`config.mk`:
```
export PLATFORM = sky130hd
export DESIGN_NAME = br_resolve_unit
export DESIGN_NICKNAME = d
export VERILOG_FILES = /design/src/rtl/br_pkg.sv /design/src/rtl/br_bht.sv /design/src/rtl/br_resolve_unit.sv
export SDC_FILE = /design/constraint.sdc
export NUM_CORES = 1
export LEC_CHECK = 0
export CORE_UTILIZATION = 30
export DETAILED_ROUTE_END_ITERATION = 12
export DONT_BUFFER_PORTS = 1
export GPL_ROUTABILITY_DRIVEN = 0
export PLACE_DENSITY = 0.4
export SYNTH_ARGS = -nofsm -noshare
export SYNTH_HDL_FRONTEND = slang
export SYNTH_SLANG_ARGS = --single-unit
```
`constraint.sdc`:
```
create_clock -name clk -period 2.5 [get_ports clk]
set_input_delay 0.625 -clock clk [delete_from_list [all_inputs] [get_ports clk]]
set_output_delay 0.625 -clock clk [all_outputs]
set_load 0.1 [all_outputs]
```
`src/rtl/br_pkg.sv`:
```
// Shared branch-condition definitions for the resolver and the decode stage.
// Flag vectors are ordered {Z,V,N}.
package br_pkg;

    typedef enum logic [2:0] {
        COND_NE = 3'b000,
        COND_EQ = 3'b001,
        COND_GT = 3'b010,
        COND_LT = 3'b011,
        COND_GE = 3'b100,
        COND_LE = 3'b101,
        COND_OV = 3'b110,
        COND_UN = 3'b111
    } cond_e;

    localparam int FLAG_Z = 2;
    localparam int FLAG_V = 1;
    localparam int FLAG_N = 0;

    function automatic logic cond_eval(input cond_e cond, input logic [2:0] flags);
        logic z, v, n;
        z = flags[FLAG_Z];
        v = flags[FLAG_V];
        n = flags[FLAG_N];
        case (cond)
            COND_NE: cond_eval = ~z;
            COND_EQ: cond_eval = z;
            COND_GT: cond_eval = ~z & ~n;
            COND_LT: cond_eval = n;
            COND_GE: cond_eval = ~n;
            COND_LE: cond_eval = n | z;
            COND_OV: cond_eval = v;
            default: cond_eval = 1'b1;
        endcase
    endfunction

endpackage

```
`src/rtl/br_bht.sv`:
```
// Branch history table of 2-bit saturating counters with one async read port
// and one update port; a same-index read and update returns the pre-update value.
module br_bht #(
    parameter int DEPTH = 16,
    parameter int IDX_W = $clog2(DEPTH)
) (
    input  logic             clk,
    input  logic             rst,
    input  logic [IDX_W-1:0] rd_idx,
    output logic             rd_taken,
    input  logic             upd_en,
    input  logic [IDX_W-1:0] upd_idx,
    input  logic             upd_taken
);

    logic [1:0] ctr [DEPTH];

    assign rd_taken = ctr[rd_idx][1];

    always_ff @(posedge clk) begin
        if (rst) begin
            for (int i = 0; i < DEPTH; i++) begin
                ctr[i] <= 2'b01;
            end
        end else if (upd_en) begin
            if (upd_taken && ctr[upd_idx] != 2'b11) begin
                ctr[upd_idx] <= ctr[upd_idx] + 2'b01;
            end else if (!upd_taken && ctr[upd_idx] != 2'b00) begin
                ctr[upd_idx] <= ctr[upd_idx] - 2'b01;
            end
        end
    end

endmodule

```
`src/rtl/br_resolve_unit.sv`:
```
// Branch resolver: owns the {Z,V,N} flags, resolves one branch per cycle, result one cycle later.
// Optional dynamic prediction is enabled by defining BR_PREDICT_EN.
module br_resolve_unit
    import br_pkg::*;
#(
    parameter int ADDR_W    = 16,
    parameter int PC_INC    = 2,
    parameter int BHT_DEPTH = 16
) (
    input  logic              clk,
    input  logic              rst,
    input  logic [2:0]        flag_wr_en,
    input  logic [2:0]        flag_in,
    input  logic              flag_pend,
    input  logic              flush,
    input  logic              br_valid,
    output logic              br_ready,
    input  logic [2:0]        br_cond,
    input  logic [ADDR_W-1:0] br_pc,
    input  logic [ADDR_W-1:0] br_target,
    output logic              pred_taken,
    output logic              res_valid,
    output logic              res_taken,
    output logic [ADDR_W-1:0] res_next_pc,
    output logic              res_mispredict,
    output logic [2:0]        flags_q
);

    logic              accept_p0;
    logic [2:0]        eval_flags_p0;
    logic              taken_p0;
    logic [ADDR_W-1:0] next_pc_p0;

    // Stage p0: forward same-cycle flag writes into the condition check
    assign br_ready      = ~flag_pend & ~rst;
    assign accept_p0     = br_valid & br_ready & ~flush;
    assign eval_flags_p0 = (flag_wr_en & flag_in) | (~flag_wr_en & flags_q);
    assign taken_p0      = cond_eval(cond_e'(br_cond), eval_flags_p0);
    assign next_pc_p0    = taken_p0 ? br_target : br_pc + ADDR_W'(PC_INC);

`ifdef BR_PREDICT_EN
    localparam int IDX_W = $clog2(BHT_DEPTH);

    logic [IDX_W-1:0] rd_idx_p0;
    logic [IDX_W-1:0] res_idx_p1;

    assign rd_idx_p0 = IDX_W'(br_pc / PC_INC);

    always_ff @(posedge clk) begin
        if (accept_p0) begin
            res_idx_p1 <= rd_idx_p0;
        end
    end

    br_bht #(
        .DEPTH (BHT_DEPTH),
        .IDX_W (IDX_W)
    ) u_bht (
        .clk       (clk),
        .rst       (rst),
        .rd_idx    (rd_idx_p0),
        .rd_taken  (pred_taken),
        .upd_en    (res_valid),
        .upd_idx   (res_idx_p1),
        .upd_taken (res_taken)
    );
`else
    assign pred_taken = 1'b0;
`endif

    // Stage p1: registered result; data holds when nothing is accepted
    always_ff @(posedge clk) begin
        if (rst) begin
            flags_q        <= 3'b000;
            res_valid      <= 1'b0;
            res_taken      <= 1'b0;
            res_next_pc    <= '0;
            res_mispredict <= 1'b0;
        end else begin
            flags_q   <= eval_flags_p0;
            res_valid <= accept_p0;
            if (accept_p0) begin
                res_taken      <= taken_p0;
                res_next_pc    <= next_pc_p0;
                res_mispredict <= taken_p0 ^ pred_taken;
            end
        end
    end

endmodule
```
==> summary.md <==
### Status
* **outcome** completed

### Floorplanning
* **number of top-level design ports** 70
* **Site Rows** 23
* **placeable core area** 4140 um^2
* **Die H** 68.9 um
* **horizontal die dimension** 68.9 um
* **floorplan die area** 4750 um^2
* **initial standard-cell utilization of the core** 32.4%

### Global routing
* **maximum number of pins on one net before global-route repair** 27
* **vias in the first global route** 1217
* **global router's overall resource usage** 16.5%
* **number of antenna violations at the first check in global routing** 0
* **gr ovfl total** 0
* **first-pass GRT wire length** 5790 um

### STA
* **minimum hold slack** 0.410 ns
* **count of final max-slew check failures** 0
* **final clock period utilization by the worst path** 79.3%
* **Final Hold Viols** 0
* **final total negative setup slack** 0 ns
* **setup skew after layout** 0.00298 ns
* **min cycle time layout** 1.98 ns
* **total setup violations reported at the end of the flow** 0
* **RSZ-0062 raised after global routing** false
* **achievable clock frequency** 505 MHz

### Clock tree
* **buffer cell driving the clock tree root** clkbuf_8
* **CTS resizes** 0
* **TritonCTS clock tree** yes
* **deepest clock path buffer count** 2
* **CTS Hold Bufs** 0
* **post-CTS setup buffer count** 0
* **clock net sink count** 21
* **depth of the CTS H-tree** 1
* **Inserted Clock Buffers** 3
* **clock slew at the register clock pins of the worst setup and hold paths** 0.08 ns
* **Worst-Skew Late Latency** 0.26 ns

### Power and ir drop
* **VDD IR-drop max** 0.313 mV
* **overall power consumption** 860 uW
* **P per Cell Area** 533 nW/um^2
* **static leakage power** 0.605 nW

### Route
* **Wirelength per Cell** 15.9 um
* **DRC violation total after the first TritonRoute iteration** 73
* **final wirelength** 3630 um
* **total DRC errors in the routed layout** 0
* **first drt pass iteration count** 4
* **number of vias per cell after detailed routing** 5.43
* **remaining antenna violation count after routing** 0
* **total number of vias** 1237

### Setup path
* **classification of the worst setup path** input port to flip-flop
* **peak fanout along the critical path** 10
* **kind of start point of the critical path** input port
* **endpoint required time on the critical path** 2.69 ns
* **Worst EP arrival** 2.17 ns
* **CP endpoint kind** flip-flop

### Synthesis
* **count of state elements after synthesis** 21
* **cells after synthesis** 159
* **total of warnings raised by yosys** 0
* **sequential cell area fraction in the yosys report** 31.3%
* **Net Count, Synth** 206
* **post-synthesis cell type count** 34
* **Avg Synthesized Cell Area** 8.44 um^2
* **post-synthesis instance area** 1340 um^2

### Final layout
* **layout cells sized above 1** 22.5%
* **post-layout instance area** 1610 um^2
* **commonest cells after routing, fill and taps aside** buf_4, dfxtp_1, nand3b_1, nand2_1
* **Net count, final** 226
* **commonest non-fill, non-tap cell in the layout** buf_4
* **post-layout utilization of the core** 38.9%
* **antenna fix cells** 0
* **Filler Cells Inserted** 436
* **area added between synthesis and finish** 20.1%

### Job
* **# Max-Cap Violations** 0

### Place
* **half-perimeter wire length after placement** 2860 um
* **instance area at placement** 1570 um^2
* **number of port buffers** 0

### Min path
* **Hold Crit Class** input port to flip-flop

[metal layers]
metal / GRT usage (%) / wire [um] / up-vias
li1: - / - / 620
met1: 20.9 / 1670 / 572
met2: 26.8 / 1630 / 43
met3: 6.09 / 319 / 2
met4: 3.06 / 14 / 0
met5: 0 / 0 / -
[worst paths after layout]
path / startpoint / to / slack, ns / depth (start not counted)
max: flag_wr_en[0] / res_mispredict$_SDFFE_PP0P_ / 0.52 / 6
min: rst / res_mispredict$_SDFFE_PP0P_ / 0.41 / 1
max reg2reg: flags_q[0]$_SDFF_PP0_ / res_mispredict$_SDFFE_PP0P_ / 0.56 / 6
min reg2reg: res_next_pc[9]$_SDFFE_PP0P_ / res_next_pc[9]$_SDFFE_PP0P_ / 0.51 / 2
[cells by family (layout without fill, tap and decap cells)]
| kind of cell | count (synthesis) | count (layout) | synth area share [%] |
|---|---|---|---|
| simple gates | 71 | 71 | 30.2 |
| fa+ha+maj | 1 | 1 | 0.932 |
| compound gates | 29 | 29 | 18.0 |
| mux | 5 | 5 | 4.47 |
| xor+xnor | 13 | 13 | 8.48 |
| flops | 21 | 21 | 31.3 |
| buf+inv | 18 | 37 | 6.34 |
| other cells | 1 | 1 | 0.279 |
[per-stage QoR]
step	setup WS, ns	cells
2_1_floorplan	0.00348	159
3_3_place_gp	0.229	224
3_5_place_dp	0.225	224
4_1_cts	0.503	228
5_1_grt	0.425	228
6_report	0.518	228
[worst max-delay path, stage by stage]
cell and delay, ns:
mux2_4 0.29, mux2_4 0.28, a2111oi_4 0.43, nor2_2 0.14, buf_4 0.20, a211oi_2 0.20
[report_power, final]
part	switching, mW	total, mW	internal [mW]	leakage, nW
logic	0.200	0.271	0.0709	0.408
registers	0.00664	0.357	0.350	0.172
clock network	0.121	0.232	0.111	0.0255
[flip-flops by register name, indices dropped and copies added (netlist names)]
register        cells
res_mispredict      1
res_next_pc        16
res_valid           1
flags_q             3
[synthesized netlist by cell type]
master / n / area share (%)
o21ai_0: 1 / 0.37
nand3_1: 5 / 1.9
xor2_1: 9 / 5.9
nor2_1: 9 / 2.5
nor2_2: 1 / 0.47
or4_2: 1 / 0.65
a2111oi_4: 1 / 2.1
inv_1: 5 / 1.4
ha_1: 1 / 0.93
nor4_1: 3 / 1.4
nor3b_1: 5 / 2.8
nor3_1: 6 / 2.2
nand4_1: 10 / 4.7
a311o_1: 5 / 3.7
o31ai_1: 2 / 1.1
buf_2: 2 / 0.75
clkbuf_1: 6 / 1.7
o211ai_1: 10 / 5.6
clkinv_1: 1 / 0.28
a21oi_1: 7 / 2.6
a2111o_1: 1 / 0.84
mux2i_1: 3 / 2.2
buf_1: 1 / 0.28
dfxtp_1: 21 / 31
a211oi_2: 1 / 0.93
and2_1: 1 / 0.47
nand2_1: 13 / 3.6
buf_6: 1 / 0.84
o31a_2: 1 / 0.75
nand3b_1: 17 / 9.5
mux2_4: 2 / 2.2
conb_1: 1 / 0.28
buf_4: 2 / 1.1
xnor2_1: 4 / 2.6
[area by class of cell]
cell class / count / area, um^2 / share of cell area, %
clock buffers: 3 / 41.3 / 2.56
multi-input cells: 120 / 845 / 52.4
repair buffers: 27 / 215 / 13.3
clock inverters: 1 / 5.00 / 0.310
well taps: 50 / 62.6 / 3.88
flip-flops and latches: 21 / 422 / 26.1
inverters: 6 / 22.5 / 1.40
Note: power is estimated with default switching activity, not from simulation.
